`src/rtl/sb_pkg.sv`:
```
// Shared constants and types for the store buffer: geometry, pointer type and
// the per-entry record used by the buffer array and the forwarding matcher.
package sb_pkg;

    localparam int DATA_W = 16;
    localparam int ADDR_W = 16;
    localparam int DEPTH  = 4;
    localparam int PTR_W  = 2;

    // Occupancy value meaning "every slot holds a store".
    localparam logic [PTR_W:0] SB_FULL = (PTR_W + 1)'(DEPTH);

    typedef logic [PTR_W-1:0] sb_ptr_t;

    typedef struct packed {
        logic              valid;
        logic [ADDR_W-1:0] addr;
        logic [DATA_W-1:0] data;
    } sb_entry_t;

endpackage

```
`src/rtl/sb_fwd_match.sv`:
```
// Load-forwarding matcher: scans occupied entries oldest to youngest so the
// youngest matching store supplies the data; data reads 0 on a miss.
module sb_fwd_match
    import sb_pkg::*;
(
    input  sb_entry_t [DEPTH-1:0] entries,
    input  sb_ptr_t               head,
    input  logic [PTR_W:0]        count,
    input  logic [ADDR_W-1:0]     load_addr,
    output logic                  hit,
    output logic [DATA_W-1:0]     data
);

    sb_ptr_t idx;

    always_comb begin
        hit  = 1'b0;
        data = '0;
        idx  = head;
        // Later iterations are younger, so the last match overrides earlier ones.
        for (int k = 0; k < DEPTH; k++) begin
            idx = head + PTR_W'(k);
            if (((PTR_W + 1)'(k) < count) && entries[idx].valid &&
                (entries[idx].addr == load_addr)) begin
                hit  = 1'b1;
                data = entries[idx].data;
            end
        end
    end

endmodule

```
`src/rtl/store_buffer.sv`:
```
// Posted-write store buffer: FIFO of stores drained to the RAM write port with
// youngest-first load forwarding. Optional in-place merging via STORE_MERGE_EN.
module store_buffer
    import sb_pkg::*;
(
    input  logic              CLK,
    input  logic              RST,
    input  logic              StoreValid,
    input  logic [ADDR_W-1:0] StoreAddr,
    input  logic [DATA_W-1:0] StoreData,
    output logic              StoreReady,
    input  logic [ADDR_W-1:0] LoadAddr,
    output logic              LoadHit,
    output logic [DATA_W-1:0] LoadData,
    input  logic              DrainHold,
    output logic              RamWriteMem,
    output logic [ADDR_W-1:0] RamWriteIndex,
    output logic [DATA_W-1:0] RamDataIn,
    output logic [PTR_W:0]    Count,
    output logic              Empty
);

    sb_entry_t [DEPTH-1:0] entries;
    sb_ptr_t               head;
    sb_ptr_t               tail;
    logic [PTR_W:0]        count;

    logic push;
    logic pop;
    logic alloc;
    logic merge;

    // Handshake: a store transfers on any edge where StoreValid && StoreReady;
    // StoreReady depends only on registered occupancy, never on DrainHold, so a
    // full buffer refuses stores even in a cycle where it also drains.
    assign StoreReady = (count != SB_FULL);
    assign Empty      = (count == '0);
    assign Count      = count;

    assign push        = StoreValid && StoreReady;
    assign pop         = !Empty && !DrainHold;
    assign RamWriteMem = pop;

    assign RamWriteIndex = entries[head].addr;
    assign RamDataIn     = entries[head].data;

`ifdef STORE_MERGE_EN
    sb_ptr_t youngest;
    logic    youngest_popping;

    assign youngest         = tail - PTR_W'(1);
    // A youngest entry that is also leaving this edge cannot absorb the store.
    assign youngest_popping = pop && (youngest == head);
    assign merge = push && !Empty && entries[youngest].valid &&
                   (entries[youngest].addr == StoreAddr) && !youngest_popping;
`else
    assign merge = 1'b0;
`endif

    assign alloc = push && !merge;

    always_ff @(posedge CLK) begin
        if (RST) begin
            entries <= '0;
            head    <= '0;
            tail    <= '0;
            count   <= '0;
        end else begin
            if (pop) begin
                entries[head].valid <= 1'b0;
                head                <= head + PTR_W'(1);
            end
            if (alloc) begin
                entries[tail] <= {1'b1, StoreAddr, StoreData};
                tail          <= tail + PTR_W'(1);
            end
`ifdef STORE_MERGE_EN
            if (merge) begin
                entries[youngest].data <= StoreData;
            end
`endif
            case ({alloc, pop})
                2'b10:   count <= count + (PTR_W + 1)'(1);
                2'b01:   count <= count - (PTR_W + 1)'(1);
                default: count <= count;
            endcase
        end
    end

    sb_fwd_match u_fwd (
        .entries   (entries),
        .head      (head),
        .count     (count),
        .load_addr (LoadAddr),
        .hit       (LoadHit),
        .data      (LoadData)
    );

endmodule

```
`config.mk`:
```
export PLATFORM = sky130hd
export DESIGN_NAME = store_buffer
export DESIGN_NICKNAME = d
export VERILOG_FILES = /design/src/rtl/sb_pkg.sv /design/src/rtl/sb_fwd_match.sv /design/src/rtl/store_buffer.sv
export SDC_FILE = /design/constraint.sdc
export NUM_CORES = 1
export LEC_CHECK = 0
export CORE_ASPECT_RATIO = 1.5
export CORE_MARGIN = 4
export CORE_UTILIZATION = 46
export DETAILED_ROUTE_END_ITERATION = 7
export PLACE_DENSITY = 0.66
export SETUP_SLACK_MARGIN = 0.1
export SYNTH_ARGS = -nofsm -noshare
export SYNTH_HDL_FRONTEND = slang
export SYNTH_SLANG_ARGS = --single-unit
```
`constraint.sdc`:
```
create_clock -name CLK -period 5.88 [get_ports CLK]
set_input_delay 1.176 -clock CLK [delete_from_list [all_inputs] [get_ports CLK]]
set_output_delay 1.176 -clock CLK [all_outputs]
set_load 0.05 [all_outputs]
```
==> results of run 1 <==
-- power by group --
| part | leakage [uW] | internal [uW] | total [uW] | switching (uW) |
|---|---|---|---|---|
| Sequential | 0.00113 | 1020 | 1110 | 90.8 |
| Clock | 0.000288 | 666 | 1090 | 420 |
| Combinational | 0.00249 | 649 | 1640 | 988 |
| Total | 0.00391 | 2330 | 3830 | 1500 |
-- logic make-up after synthesis --
family | count (synthesis) | share of synthesized area, %
xor+xnor | 66 | 6.11
mux | 154 | 27.3
compound gates | 214 | 13.9
flops | 139 | 29.4
simple gates | 372 | 16.4
fa+ha+maj | 12 | 1.59
buf+inv | 108 | 5.32
-- worst max path at each step --
stage	end	slack (ps)
after floorplan	LoadData[10]	40
after global placement	LoadData[0]	470
after detailed placement	LoadData[6]	450
after CTS	LoadData[0]	250
after global routing	LoadData[6]	50
final	LoadData[7]	310
-- Yosys cell counts, drive strengths merged, types with 13 or more instances --
master / number
xor2: 15
mux4: 79
buf: 28
and3: 13
nand2: 299
clkbuf: 63
xnor2: 51
mux2: 28
a21oi: 146
mux2i: 47
o21ai: 21
dfxtp: 139
inv: 16
nor2: 22
-- critical path, cell delays in order, from the launching register on --
cell and delay [ps]:
dfxtp_4 530, inv_1 140, ha_2 580, clkinv_1 350, mux2i_1 210, xor2_1 160, or4_1 480, nor4_4 360
buf_4 360, nor3_1 100, a221oi_1 480, buf_12 210
-- registers in the layout (all words and copies together) (netlist names) --
register  count
Count         3
entries     132
head          2
tail          2
-- metal layers --
metal | wire length, um | GRT usage [%] | up-vias | share of wire, %
met5 | 0 | 0 | - | 0
met4 | 1030 | 10.6 | 0 | 3.7
met3 | 1290 | 3.95 | 77 | 4.6
met2 | 14600 | 44.1 | 306 | 53
met1 | 10800 | 27.8 | 4094 | 39
li1 | - | - | 3897 | -
-- metrics by stage --
step,instances,hold WS (ps)
5_1_grt,1394,488
4_1_cts,1394,469
6_report,1394,469
3_3_place_gp,1362,453
2_1_floorplan,1065,445
3_5_place_dp,1362,461
-- layout make-up --
cell class | instances | area (um^2) | area share [%]
clock buffers | 21 | 480 | 4.27
clock inverters | 10 | 114 | 1.01
inverters | 17 | 63.8 | 0.567
multi-input cells | 818 | 6190 | 55.0
flip-flops and latches | 139 | 2790 | 24.8
well taps | 264 | 330 | 2.93
repair buffers | 125 | 1290 | 11.5
==> qor.yml, run 1 <==
power_uw: 3830
drive_gt1_share_pct: 16.7
fin_util_pct: 55.3
finalInstanceArea_um2: 11300
cts_root_buffer: "clkbuf_16"
tightestPinTransition_ps: 1090
fin_skew_ps: 5.55
syn2layout_area_growth_pct: 19.0
drt_wl_total_mm: 27.7
final_hold_viol_count: 0
fillers: 1881
power.leakage_uw: 0.00391
via_count: 8374
drc_errors: 0
p_per_area_nw_per_um2: 340
cts_tree: "yes"
antenna_found_initial: 0
reg2reg_depth: 7
max_slew_margin_pct: 27.4
dr.first_iter.drc_count: 587
syn_area_um2: 9460
ant_nets: 0
tns_ps: 0
rsz0062_at_grt: "true"
place.gp.congestion: 0.906
final_cell_mix: "295 x nand2_1, 146 x a21oi_1, 137 x dfxtp_1"
cts_setup_buffers: 1
core_area_um2: 20300
path_class: "flop to primary output"
mostFrequentLayoutCell: "nand2_1"
path_max_fanout: 26
fin_crit_sh_pct: 94.7
whs_path_depth: 2
grt_max_degree: 116
yosys_warnings: 0
place.port_buffers: 106
synth_seq_area_share_pct: 29.4
cp-end-kind: "primary output"
timing.final.crit_period_ps: 5570
max_cap_viol_count: 0
holdPathEnd: "entries[102]$_SDFFE_PP0P_"
hold_buffers: 0
die_h_um: 184
grt_usage_pct: 24.1
synth_edf_count: 0
wl_per_cell_um: 19.9
clkTransAtPathRegs_ps: 60
synth_largest_area_cell: "dfxtp_1"
hold_start: "entries[102]$_SDFFE_PP0P_"
slew_viol_final: 0
rrSetupSlack_ps: 3360
arrival_ps: 4390
die_x_um: 125
post_dp_cell_area_um2: 10600
gr-total-overflow: 0
synth_seq_cells: 139
cts_max_level: 4
yosys_most_used_dff: "dfxtp_1"
ctsResizeCount: 0
setup_ws_ps: 309
clockBufferDepth: 2
clkSinkCount: 139
place_ws_ps: 454
insertion_delay_ps: 420
crit_start: "head[1]$_SDFFE_PP0P_"
syn_inst: 1065
crit_required_ps: 4700
start_util_pct: 46.5
diodes: 0
r2r-end: "Count[2]$_SDFFE_PP0P_"
synthTopCellsByArea: "dfxtp_1 29%, mux4_2 19%, nand2_1 12%"
yosysTopAreaCellShare_pct: 29.4
async_flop_share_pct: 0
final_nets: 1182
first_global_vias: 8209
die-area_um2: 23000
status: "completed"
rows: 64
io_pins: 107
synth_nets: 1129
ir_worst_vdd_uv: 227
drt-pass1-iter-count: 5
setup_viol_count_final: 0
postSynthAreaPerCell_um2: 8.88
cts_made_buffers: 17
hpwl_mm: 18.3
fmax_ghz: 0.180
startpoint_type: "flop"
vias_per_cell: 6.01
grt_pass1_wl_mm: 44.1
r2r_start: "Count[1]$_SDFFE_PP0P_"
min_path_type: "flop to flop"
synthDistinctLibCells: 57
Power figures use the tool's default switching activity.
==> run 2: changes to the inputs <==
--- a/config.mk
+++ b/config.mk
@@ -7,9 +7,9 @@
 export LEC_CHECK = 0
 export CORE_ASPECT_RATIO = 1.5
 export CORE_MARGIN = 4
-export CORE_UTILIZATION = 46
+export CORE_UTILIZATION = 35
 export DETAILED_ROUTE_END_ITERATION = 7
-export PLACE_DENSITY = 0.66
+export PLACE_DENSITY = 0.64
 export SETUP_SLACK_MARGIN = 0.1
 export SYNTH_ARGS = -nofsm -noshare
 export SYNTH_HDL_FRONTEND = slang
==> constraint.sdc (replaced) <==
create_clock -name CLK -period 5.88 [get_ports CLK]
set_input_delay 0.588 -clock CLK [delete_from_list [all_inputs] [get_ports CLK]]
set_output_delay 0.588 -clock CLK [all_outputs]
set_load 0.05 [all_outputs]
==> qor.yml, run 2 (same netlist as run 1, synthesis figures left out) <==
cts_root_buffer: "clkbuf_16"
place.gp.congestion: 0.880  # -2.9%
fin_crit_sh_pct: 96.8  # +2.0 points
setup_viol_count_final: 0  # unchanged
drc_errors: 0  # unchanged
vias_per_cell: 5.66  # -5.8%
fin_skew_ps: 4.79  # -0.762 ps
p_seq_share_pct: 29.8  # +0.9 points
status: "completed"
diodes: 0  # unchanged
swShare_pct: 40.0  # +0.90 points
cts_tree: "yes"
insertion_delay_ps: 430  # about the same
critPathTopFamily: "buffers and inverters"
core_area_um2: 26600  # +31%
intPower_uw: 2250  # -3.6%
rows: 73  # +14%
slew_viol_final: 0  # unchanged
clkTransAtPathRegs_ps: 60  # about the same
rsz0062_at_grt: "true"
drt-pass1-iter-count: 5  # unchanged
dr.first_iter.drc_count: 631  # +7.5%
max_flop_register: "entries"
drive_gt1_share_pct: 16.5  # -0.19 points
cp-end-kind: "primary output"
p_per_area_nw_per_um2: 332  # -2.3%
crit_required_ps: 5290  # +590 ps
die-area_um2: 29800  # +30%
seqCellArea_um2: 2790  # unchanged
fillers: 2599  # +38%
ant_nets: 0  # unchanged
final_hold_viol_count: 0  # unchanged
crit_buf_inv: 4  # unchanged
first_global_vias: 8160  # -0.60%
hpwl_mm: 19.4  # +6.0%
die_x_um: 142  # +14%
syn2layout_area_growth_pct: 19.3
multi_input_area_um2: 6200  # +0.30%
final_cell_mix: "295 x nand2_1, 146 x a21oi_1, 137 x dfxtp_1"
fin_util_pct: 42.4  # -13 points
io_pins: 107  # unchanged
max_cap_viol_count: 0  # unchanged
wl_per_cell_um: 19.8  # -0.44%
grt_usage_pct: 19.6  # -4.6 points
drt_wl_total_mm: 28.9  # +4.4%
start_util_pct: 35.6  # -11 points
slowest_stage: "ha_2"
largest_reg_flops: 132  # unchanged
tns_ps: 0  # unchanged
die_h_um: 209  # +14%
cts_max_level: 4  # unchanged
post_dp_cell_area_um2: 10700  # +0.51%
cts_made_buffers: 17  # unchanged
tightestPinTransition_ps: 1110  # +16.0 ps
critical_path.cell_chain: "inv_1 -> ha_2 -> clkinv_1 -> mux2i_1 -> xor2_1 -> or4_1 -> nor4_4 -> buf_4 -> a21oi_1 -> a221oi_1 -> buf_12"
ir_worst_vdd_uv: 322  # +42%
fmax_ghz: 0.176  # -2.1%
max_slew_margin_pct: 26.3  # -1.1 points
mostFrequentLayoutCell: "nand2_1"
place_ws_ps: 657  # +203 ps
finalInstanceArea_um2: 11300  # +0.22%
setup_ws_ps: 189  # -120 ps
startpoint_type: "flop"
cp_slowest_stage_delay_ps: 700  # +120 ps
arrival_ps: 5100  # +710 ps
timing.final.crit_period_ps: 5690  # +120 ps
power_frac_comb_pct: 42.9  # about the same
final_nets: 1176  # -0.51%
cts_setup_buffers: 0  # -1
antenna_found_initial: 1  # +1
gr-total-overflow: 0  # unchanged
grt_pass1_wl_mm: 45.8  # +3.8%
clkSinkCount: 139  # unchanged
path_class: "flop to primary output"
path_max_fanout: 32  # +23%
via_count: 8273  # -1.2%
grt_max_degree: 141  # +22%
switchingPower_uw: 1500  # +0.16%
clockBufferDepth: 2  # unchanged
place.port_buffers: 106  # unchanged
min_path_type: "flop to flop"
p_clk_share_pct: 27.3  # -1.1 points
power.leakage_uw: 0.00386  # -1.4%
[run 2: worst register-to-register path, stage by stage, from the launching register on]
cell and delay (ps):
dfxtp_1 490, inv_1 140, ha_1 210, nor2b_1 140, nor2_1 610, ha_1 410
or3_1 360, a21oi_1 140
[run 2: stage by stage]
step | power, uW | std cells | hold slack (ps)
3_3_place_gp | 2730 | 1430 | 455
3_5_place_dp | 2750 | 1430 | 462
6_report | 3750 | 1462 | 467
5_1_grt | 3930 | 1462 | 491
4_1_cts | 3770 | 1462 | 471
2_1_floorplan | 2370 | 1065 | 445
[run 2: final timing paths]
path	startpoint	to	slack (ps)	depth (start not counted)
setup / recovery	head[1]$_SDFFE_PP0P_	LoadData[13]	190	11
hold reg to reg	entries[114]$_SDFFE_PP0P_	entries[114]$_SDFFE_PP0P_	470	2
setup reg to reg	Count[1]$_SDFFE_PP0P_	Count[2]$_SDFFE_PP0P_	3320	7
hold / removal	entries[114]$_SDFFE_PP0P_	entries[114]$_SDFFE_PP0P_	470	2
[run 2: layout make-up]
cell class,count,share of cell area (%)
Multi-Input combinational cell,818,55.0
Sequential cell,139,24.7
Timing Repair Buffer,119,11.0
Clock buffer,23,4.41
Tap cell,337,3.74
Clock inverter,9,0.566
Inverter,17,0.566
[run 2: per-layer routing]
metal / vias to the layer above / global-route usage (%) / wire [um]
met1: 4031 / 23.8 / 11600
met3: 62 / 3.15 / 1530
li1: 3888 / - / -
met5: - / 0 / 13
met2: 290 / 34.0 / 14800
met4: 2 / 8.15 / 989
[run 2: power by group through the flow]
stage	Combinational (uW)	Clock (uW)	Sequential (uW)
3_3_place_gp	1590	0	1130
4_1_cts	1620	1040	1120
5_1_grt	1730	1080	1130
3_5_place_dp	1610	0	1140
6_report	1610	1020	1120
2_1_floorplan	1260	0	1120
[run 2: timing repair]
item,CTS,global route
setup endpoints to repair,0,7
hold buffers,0,0
resized for setup,0,3
hold endpoints to repair,0,0
